### src/rtl/bcd_serial_adder_if.sv
// Handshake bundle for bcd_serial_adder.
//   Input side : in_valid/in_ready transfer operands a, b and carry-in cin.
//   Output side: out_valid/out_ready transfer sum, cout and err.
// The master modport drives operands and consumes results. The slave modport
// is the adder itself.
interface bcd_serial_adder_if #(
  parameter int NDIGITS = 4
);
  logic                   in_valid;
  logic                   in_ready;
  logic [4*NDIGITS-1:0]   a;
  logic [4*NDIGITS-1:0]   b;
  logic                   cin;
  logic                   out_valid;
  logic                   out_ready;
  logic [4*NDIGITS-1:0]   sum;
  logic                   cout;
  logic                   err;

  modport master (
    output in_valid, a, b, cin, out_ready,
    input  in_ready, out_valid, sum, cout, err
  );

  modport slave (
    input  in_valid, a, b, cin, out_ready,
    output in_ready, out_valid, sum, cout, err
  );
endinterface

### src/rtl/bcd_serial_adder.sv
// Digit-serial packed-BCD adder.
// The operands are latched on acceptance. One digit pair per cycle (LSD first)
// is then fed through a single 1-digit BCD adder, and the inter-digit carry is
// held in a register. Result timing is fixed: out_valid rises NDIGITS edges
// after the acceptance edge.
// Ports:
//   clk  - rising-edge clock
//   rst  - asynchronous reset, active-high
//   bus  - bcd_serial_adder_if.slave carrying the operand and result handshakes
//          (in_valid/in_ready, a, b, cin, out_valid/out_ready, sum, cout, err)

// Combinational single-digit BCD adder: binary add, then +6 correction when
// the binary result exceeds 9.
//   a, b : BCD digits, cin : carry-in, s : BCD sum digit, cout : decimal carry
module bcd_fadd_1digit (
  input  logic [3:0] a,
  input  logic [3:0] b,
  input  logic       cin,
  output logic [3:0] s,
  output logic       cout
);
  logic [4:0] bin_sum;
  logic [4:0] adj_sum;

  always_comb begin
    bin_sum = {1'b0, a} + {1'b0, b} + {4'b0000, cin};
    cout    = (bin_sum > 5'd9);
    adj_sum = cout ? (bin_sum + 5'd6) : bin_sum;
    s       = adj_sum[3:0];
  end
endmodule

module bcd_serial_adder #(
  parameter int NDIGITS = 4
) (
  input  logic                clk,
  input  logic                rst,
  bcd_serial_adder_if.slave   bus
);
  localparam int W     = 4 * NDIGITS;
  localparam int IDX_W = $clog2(NDIGITS + 1);

  typedef enum logic [1:0] {IDLE, ADD, DONE} state_t;

  state_t             state_q,     state_d;
  logic [IDX_W-1:0]   idx_q,       idx_d;
  logic               carry_q,     carry_d;
  logic [W-1:0]       a_q,         a_d;
  logic [W-1:0]       b_q,         b_d;
  logic [W-1:0]       sum_q,       sum_d;
  logic               cout_q,      cout_d;
  logic               err_q,       err_d;
  logic               in_ready_q,  in_ready_d;
  logic               out_valid_q, out_valid_d;

  logic [3:0]         dig_a, dig_b, dig_s;
  logic               dig_cout;
  logic               bad_digit;

  bcd_fadd_1digit u_fadd (
    .a    (dig_a),
    .b    (dig_b),
    .cin  (carry_q),
    .s    (dig_s),
    .cout (dig_cout)
  );

  // Flag any nibble of either incoming operand that is not a decimal digit.
  always_comb begin
    bad_digit = 1'b0;
    for (int i = 0; i < NDIGITS; i++) begin
      if (bus.a[4*i +: 4] > 4'd9 || bus.b[4*i +: 4] > 4'd9) bad_digit = 1'b1;
    end
  end

  // Select the current digit pair. The loop form keeps the index in range
  // when idx has already moved past the last digit.
  always_comb begin
    dig_a = 4'd0;
    dig_b = 4'd0;
    for (int i = 0; i < NDIGITS; i++) begin
      if (idx_q == IDX_W'(i)) begin
        dig_a = a_q[4*i +: 4];
        dig_b = b_q[4*i +: 4];
      end
    end
  end

  // NOTE: every signal gets a default at the top of the block, so no path
  // leaves a value unassigned and no latch is inferred.
  always_comb begin
    state_d = state_q;
    idx_d   = idx_q;
    carry_d = carry_q;
    a_d     = a_q;
    b_d     = b_q;
    sum_d   = sum_q;
    cout_d  = cout_q;
    err_d   = err_q;

    unique case (state_q)
      IDLE: begin
        if (bus.in_valid && in_ready_q) begin
          a_d     = bus.a;
          b_d     = bus.b;
          carry_d = bus.cin;
          idx_d   = '0;
          sum_d   = '0;
          cout_d  = 1'b0;
          err_d   = bad_digit;
          state_d = ADD;
        end
      end
      ADD: begin
        // An erroneous operation still takes the full NDIGITS cycles, but its
        // sum stays at zero.
        for (int i = 0; i < NDIGITS; i++) begin
          if (idx_q == IDX_W'(i) && !err_q) sum_d[4*i +: 4] = dig_s;
        end
        carry_d = dig_cout;
        idx_d   = idx_q + 1'b1;
        if (idx_q == IDX_W'(NDIGITS - 1)) begin
          cout_d  = dig_cout & ~err_q;
          state_d = DONE;
        end
      end
      DONE: begin
        if (bus.out_ready) state_d = IDLE;
      end
      default: state_d = IDLE;
    endcase

    // Handshake outputs are registered from the next state.
    in_ready_d  = (state_d == IDLE);
    out_valid_d = (state_d == DONE);
  end

  // NOTE: sequential state uses non-blocking assignments only, so every flop
  // samples pre-edge values regardless of statement order.
  always_ff @(posedge clk or posedge rst) begin
    if (rst) begin
      state_q     <= IDLE;
      idx_q       <= '0;
      carry_q     <= 1'b0;
      a_q         <= '0;
      b_q         <= '0;
      sum_q       <= '0;
      cout_q      <= 1'b0;
      err_q       <= 1'b0;
      in_ready_q  <= 1'b0;
      out_valid_q <= 1'b0;
    end else begin
      state_q     <= state_d;
      idx_q       <= idx_d;
      carry_q     <= carry_d;
      a_q         <= a_d;
      b_q         <= b_d;
      sum_q       <= sum_d;
      cout_q      <= cout_d;
      err_q       <= err_d;
      in_ready_q  <= in_ready_d;
      out_valid_q <= out_valid_d;
    end
  end

  assign bus.in_ready  = in_ready_q;
  assign bus.out_valid = out_valid_q;
  assign bus.sum       = sum_q;
  assign bus.cout      = cout_q;
  assign bus.err       = err_q;
endmodule

### src/flat_wrapper.sv
// flat-port wrapper written by rule: the top's interface ports become plain ports
module bcd_serial_adder_flat 
#(
  parameter int NDIGITS = 4
)
  (clk, rst, bus_in_valid, bus_a, bus_b, bus_cin, bus_out_ready, bus_in_ready, bus_out_valid, bus_sum, bus_cout, bus_err);
  bcd_serial_adder_if #(.NDIGITS(NDIGITS)) bus_i ();
  input  logic clk;
  input  logic rst;
  input wire logic [$bits(bus_i.in_valid)-1:0] bus_in_valid;
  input wire logic [$bits(bus_i.a)-1:0] bus_a;
  input wire logic [$bits(bus_i.b)-1:0] bus_b;
  input wire logic [$bits(bus_i.cin)-1:0] bus_cin;
  input wire logic [$bits(bus_i.out_ready)-1:0] bus_out_ready;
  output wire logic [$bits(bus_i.in_ready)-1:0] bus_in_ready;
  output wire logic [$bits(bus_i.out_valid)-1:0] bus_out_valid;
  output wire logic [$bits(bus_i.sum)-1:0] bus_sum;
  output wire logic [$bits(bus_i.cout)-1:0] bus_cout;
  output wire logic [$bits(bus_i.err)-1:0] bus_err;
  assign bus_i.in_valid = bus_in_valid;
  assign bus_i.a = bus_a;
  assign bus_i.b = bus_b;
  assign bus_i.cin = bus_cin;
  assign bus_i.out_ready = bus_out_ready;
  assign bus_in_ready = bus_i.in_ready;
  assign bus_out_valid = bus_i.out_valid;
  assign bus_sum = bus_i.sum;
  assign bus_cout = bus_i.cout;
  assign bus_err = bus_i.err;
  bcd_serial_adder #(.NDIGITS(NDIGITS)) u_core (.clk(clk), .rst(rst), .bus(bus_i));
endmodule
### config.mk
export PLATFORM = sky130hd
export DESIGN_NAME = bcd_serial_adder_flat
export DESIGN_NICKNAME = d
export VERILOG_FILES = /design/src/rtl/bcd_serial_adder_if.sv /design/src/rtl/bcd_serial_adder.sv /design/src/flat_wrapper.sv
export SDC_FILE = /design/constraint.sdc
export NUM_CORES = 1
export LEC_CHECK = 0
export ABC_AREA = 1
export CORE_UTILIZATION = 56
export CTS_CLUSTER_SIZE = 16
export DETAILED_ROUTE_END_ITERATION = 16
export PLACE_DENSITY_LB_ADDON = 0.08
export SLEW_MARGIN = 20
export SYNTH_ARGS = -nofsm -noshare
export SYNTH_HDL_FRONTEND = slang
export SYNTH_SLANG_ARGS = --single-unit
### constraint.sdc
create_clock -name clk -period 4.9 [get_ports clk]
set_clock_uncertainty 0.2 [all_clocks]
set_input_delay 0.98 -clock clk [delete_from_list [all_inputs] [get_ports clk]]
set_output_delay 0.98 -clock clk [all_outputs]
set_load 0.05 [all_outputs]
==> run metrics, run 1 <==
status complete, no violations; Diodes inserted 0; Mapped Area 2960 µm²; Final nets 471; Fmax 0.254 GHz; fin crit share 0.803; Internal 1470 µW; DRC errors left 0; Critical Path Sink Type flip-flop; Ys Warns 0; slowest CP cell fa_1; H-tree levels 3; commonest cells in the netlist nand2_1, dfrtp_1, o21ai_0; Post-CTS Setup Repair Bufs 0; CTS resizes 0; leading area contributor after synthesis dfrtp_1; Net Sw Frac 0.512; fillcell total 439; mean post-synth cell area 8.13 µm²; R2R setup slack 0.96 ns; fin crit period 3.94 ns; met2 GRT Util 0.465; HP Class reg -> reg; CP dominant cell by count nand2_1; crit path kind reg -> reg; vias post-DR 2584; number of synthesized flops with an enable pin 0; Die W 74.7 µm; register share of total power 0.267; CP Cell Sequence inv_1, ha_1, nand2_1, inv_1, nand3_1, nand3_1, o21ai_0, nand2_1, o21ai_0, fa_1, fa_1, inv_1, nand2_1, nand2_1, ha_1, nand2_1, a21boi_2, nand2_2, nand3_1, nand4_1, nand2_1; Worst Tran Pin Value 0.790 ns; antenna-violating nets left 0; Clock Power Share 0.120; Seq/Total Area, Yosys 0.491; overall routing resource usage 0.278; number of vias per cell 5.20; Post-Syn Instances 364; Core Area 5110 µm²; synth top area cells dfrtp_1, nand2_1, o21ai_0; Final Setup Violations 0; synth unique cells 28; largest net degree at the start of global routing 48; first-pass GRT wire length 11.3 mm; top cell type's share of synthesized area 0.491; Critical Path End u_core.bus.sum[10]; FP Rows 26; routed wire length 6.79 mm; routing usage on met3 0.0509; Max Cap Viol 0; Crit path buffers/inverters 3; crit path max fanout 7; predominant post-synthesis flop cell dfrtp_1; Area Growth Syn to Fin 25.7%; die area 5580 µm²; crit-path max cell delay 0.47 ns; Remaining Overflow, GRT 0; WP depth 21; clock transition at the registers of the reported paths 0.06 ns; CTS Buf Count 9; Starting Density 0.579; peak supply drop 412 µV; Wirelength per Cell 13.7 µm; CP Launch Point u_core.idx_q[0]; CTS hold repair buffers 0; count leader, synth nand2_1; Final Max Slew Viols 0; Worst setup SP type flip-flop; Leakage 0.00188 µW; count of state elements after synthesis 58; Final Util 0.728; first-pass detailed-route iteration total 4; DP HPWL 5.09 mm; Initial DRC Count 126; share of cells above drive strength 1 0.0960; # IOs 57; clock sinks 58; Final GP Congestion 0.921; RSZ-0062 raised after global routing false; Worst-Skew Late Latency 0.35 ns; async set or reset register ratio after synthesis 1.00; r2r endpoint u_core.bus.sum[10]; M1 GR Usage 0.345; CTS max path bufs 2; initial antenna violation count 0; WP data arrival 3.97 ns; Req. time, crit path 4.93 ns; Die Span Y 74.7 µm; Comb pwr share 0.613; R2R cell count 21; pwr dens 807 nW/µm²; busiest grt layer met2; sw power 1540 µW; post-synth net total 412; Root Driver clkbuf_8; CP top delay family adder cells; Fin. Hold Viols 0; TNS Setup 0 ns; Relative slew margins 0.473; vias in the first global route 2461; # port buffers 56; CTS tree yes; R2R Path Start u_core.idx_q[0]
==> flip-flops by register name, summed over array words and instances, names as in the netlist <==
signal,cells
u_core.idx_q,3
u_core.bus.out_valid,1
u_core.bus.cout,1
u_core.bus.sum,16
u_core.bus.err,1
u_core.b_q,16
u_core.bus.in_ready,1
u_core.a_q,16
u_core.state_q,2
u_core.carry_q,1
==> kinds of logic (layout without fill, tap and decap cells) <==
group | Yosys count | in the layout | share of synthesized area
buffers and inverters | 42 | 105 | 0.0592
AND/OR/NAND/NOR | 205 | 205 | 0.298
adder cells (fa/ha/maj) | 11 | 11 | 0.0516
AO/OA/AOI/OAI | 48 | 48 | 0.100
flip-flops | 58 | 58 | 0.491
==> power by group through the flow <==
stage | sequential (µW) | combinational, µW | clock (µW)
6_report | 803 | 1840 | 359
5_1_grt | 824 | 2070 | 379
4_1_cts | 803 | 1840 | 365
3_5_place_dp | 810 | 1830 | 0
3_3_place_gp | 803 | 1780 | 0
2_1_floorplan | 963 | 1230 | 0
==> worst register-to-register path, cell delays in order (launching register included) <==
cell      delay [ns]
dfrtp_1         0.41
inv_1           0.13
ha_1            0.18
nand2_1         0.14
inv_1           0.24
nand3_1         0.10
nand3_1         0.10
o21ai_0         0.13
nand2_1         0.10
o21ai_0         0.12
fa_1            0.47
fa_1            0.40
inv_1           0.06
nand2_1         0.06
nand2_1         0.12
ha_1            0.20
nand2_1         0.05
a21boi_2        0.15
nand2_2         0.11
nand3_1         0.17
nand4_1         0.15
nand2_1         0.06
==> metrics by stage <==
| step | total power [µW] | hold WS, ns | worst slack [ns] | area, µm² | instances |
|---|---|---|---|---|---|
| CTS | 3010 | 0.273 | 1.00 | 3720 | 497 |
| detailed placement | 2640 | 0.257 | 1.02 | 3570 | 482 |
| finish | 3000 | 0.273 | 0.964 | 3720 | 497 |
| global placement | 2580 | 0.253 | 1.10 | 3570 | 482 |
| floorplan | 2190 | 0.244 | 1.58 | 2960 | 364 |
| global route | 3270 | 0.294 | 0.675 | 3720 | 497 |
==> worst min-delay path by stage <==
stage          slack [ns]               start  cells after the start            endpoint
3_5_place_dp         0.26  u_core.bus.sum[12]                      2  u_core.bus.sum[12]
4_1_cts              0.27  u_core.bus.sum[12]                      2  u_core.bus.sum[12]
2_1_floorplan        0.24      u_core.a_q[10]                      2      u_core.a_q[10]
6_report             0.27  u_core.bus.sum[12]                      2  u_core.bus.sum[12]
3_3_place_gp         0.25   u_core.bus.sum[0]                      2   u_core.bus.sum[0]
5_1_grt              0.29      u_core.b_q[10]                      2      u_core.b_q[10]
==> layout make-up <==
| type | count | area (µm²) | area share |
|---|---|---|---|
| Timing Repair Buffer | 58 | 576 | 0.155 |
| Multi-Input combinational cell | 264 | 1330 | 0.358 |
| Clock inverter | 4 | 20.0 | 0.00538 |
| Sequential cell | 58 | 1450 | 0.390 |
| Clock buffer | 11 | 131 | 0.0353 |
| Inverter | 32 | 121 | 0.0326 |
| Tap cell | 70 | 87.6 | 0.0236 |
==> metal layers <==
layer  share of wire  up-vias
li1                -     1290
met1            0.42     1206
met2            0.50       69
met3           0.043       19
met4           0.032        0
met5               0        -
==> cells in the final DEF, fill, tap and decap left out, types with 3 or more instances in the layout <==
cell	n
o21ai_2	5
dfrtp_1	58
nor2_1	3
o211ai_1	4
clkdlybuf4s50_1	56
ha_1	9
o21ai_0	28
inv_1	25
clkbuf_8	9
nand2_2	6
clkinv_2	5
inv_2	6
nand2_1	161
nand3_1	19
nand4_1	10
Note: power is estimated with default switching activity, not from simulation.
==> run 2: changes to the inputs <==
Settings changed: CORE_UTILIZATION 56 to 52.
Clock period 4.9 ns to 3.7 ns, I/O delays scaled along.
==> run 2 against run 1 <==
  * Setup slack lost 0.72 ns
  * Critical path type unchanged
  * Worst hold slack gained 0.00076 ns
  * Highest routed layer unchanged
  * Via count grew 1.6%
==> run metrics, run 2 (synthesized netlist as in run 1, its figures left out) <==
RSZ-0062 raised after global routing false; Worst Tran Pin Value 0.622 ns (-0.168 ns); Final nets 476 (+1.1%); Post-CTS Setup Repair Bufs 0 (unchanged); FP Rows 27 (+3.8%); Fin. Hold Viols 0 (unchanged); clock transition at the registers of the reported paths 0.06 ns (about the same); Worst setup SP type flip-flop; Diodes inserted 0 (unchanged); vias in the first global route 2513 (+2.1%); Max Cap Viol 0 (unchanged); Remaining Overflow, GRT 0 (unchanged); placed insts 489 (+1.5%); Die Span Y 77.4 µm (+3.7%); fin crit period 3.46 ns (-0.479 ns); crit-path max cell delay 0.42 ns (-0.05 ns); slowest CP cell fa_2; Area Growth Syn to Fin 28.5%; Final GP Congestion 0.893 (-3.1%); WP data arrival 3.53 ns (-0.44 ns); Final Cell Area 3800 µm² (+2.2%); Wirelength per Cell 13.4 µm (-1.6%); HP Class reg -> reg; pre-CTS WS 0.0885 ns (-0.928 ns); CTS max path bufs 2 (unchanged); DP HPWL 4.98 mm (-2.2%); die area 5990 µm² (+7.5%); vias post-DR 2625 (+1.6%); Final Max Slew Viols 0 (unchanged); crit path max fanout 9 (+2); antenna-violating nets left 0 (unchanged); pwr dens 1080 nW/µm² (+33%); Critical Path Sink Type flip-flop; initial antenna violation count 0 (unchanged); number of vias per cell 5.20 (about the same); clock sinks 58 (unchanged); # port buffers 56 (unchanged); status complete, no violations; largest net degree at the start of global routing 40 (-17%); share of cells above drive strength 1 0.122 (+0.0264); first-pass GRT wire length 11.6 mm (+2.4%); CTS Buf Count 9 (unchanged); # IOs 57 (unchanged); Root Driver clkbuf_8; most common cell after layout, fill and taps aside nand2_1; Core Area 5510 µm² (+7.8%); first-pass detailed-route iteration total 4 (unchanged); Final Non-Filler Cells 505 (+1.6%); most frequent cells in the layout nand2_1, dfrtp_1, clkdlybuf4s50_1; routed wire length 6.79 mm (about the same); Fmax 0.289 GHz (+14%); peak supply drop 530 µV (+29%); Final WS setup 0.243 ns (-0.721 ns); DRC errors left 0 (unchanged); crit path kind reg -> reg; Final Setup Violations 0 (unchanged); H-tree levels 3 (unchanged); Starting Density 0.537 (-0.0420); R2R setup slack 0.24 ns (-0.72 ns); Leakage 0.00192 µW (+1.9%); Die W 77.4 µm (+3.7%); Relative slew margins 0.585 (+0.112); Final Util 0.690 (-0.0380); CTS tree yes; CTS hold repair buffers 0 (unchanged); Placement Cell Area 3620 µm² (+1.5%); Req. time, crit path 3.77 ns (-1.16 ns); fin crit share 0.934 (+0.131); Worst-Skew Late Latency 0.34 ns (about the same); Initial DRC Count 143 (+13%); CP Cell Sequence ha_1, ha_1, inv_1, o22ai_1, fa_2, fa_1, inv_1, nand2_1, nand2_2, ha_1, nand2_1, a21boi_2, nand2_2, nand2_4, nand2_2, nand4_1, nand2_1; TNS Setup 0 ns (unchanged); overall routing resource usage 0.251 (-0.0276)
-- run 2: cell types whose count changed in the layout (fill, tap and decap cells not counted), sizes merged --
cell / previous run / this run
buf: 2 / 7
clkinv: 5 / 3
clkbuf: 11 / 13
inv: 31 / 32
-- run 2: critical path: cells and delay by family, from the launching register on --
family | cells | cell delay [ns]
and+or+nand+nor | 8 | 0.74
DFF | 1 | 0.41
buffers and inverters | 2 | 0.28
AOI/OAI and AO/OA | 2 | 0.32
adders and majority gates | 5 | 1.44
-- run 2: repair_timing --
item,4_1_cts,5_1_grt
endpoints found under the hold margin,0,0
endpoints found under the setup margin,0,14
resized for setup,0,7
-- run 2: layout make-up --
class	count	area (µm²)
well taps	72	90.1
repair buffers	63	626
inverters	32	120
clock inverters	3	15.0
clock buffers	13	149
fillers	471	1710
multi-input cells	264	1350
flip-flops and latches	58	1450
-- run 2: per-stage QoR --
| step | total power, µW | hold WS, ns |
|---|---|---|
| detailed placement | 3520 | 0.260 |
| global route | 4450 | 0.311 |
| finish | 4090 | 0.274 |
| floorplan | 2900 | 0.244 |
| global placement | 3450 | 0.259 |
| CTS | 4030 | 0.277 |
-- run 2: path summary, 6_finish.rpt --
path                                         from              endpoint  depth (start not counted)
min in group asynchronous                     rst  u_core.bus.out_valid                          2
worst max register to register    u_core.idx_q[0]     u_core.bus.sum[6]                         17
max in group asynchronous                     rst     u_core.bus.sum[5]                          3
worst max-delay path              u_core.idx_q[0]     u_core.bus.sum[6]                         17
worst min register to register  u_core.bus.sum[8]     u_core.bus.sum[8]                          2
worst min-delay path            u_core.bus.sum[8]     u_core.bus.sum[8]                          2
-- run 2: layer usage --
metal	global-route usage	vias up	routed length (µm)
met5	0	-	0
met4	0.0981	0	148
met3	0.0647	11	279
met2	0.409	71	3360
met1	0.319	1236	3000
li1	-	1307	-
-- run 2: report_power, final --
| part | total [µW] | switching [µW] | internal [µW] |
|---|---|---|---|
| clock | 496 | 238 | 258 |
| sequential | 1080 | 170 | 907 |
| combinational | 2520 | 1650 | 867 |
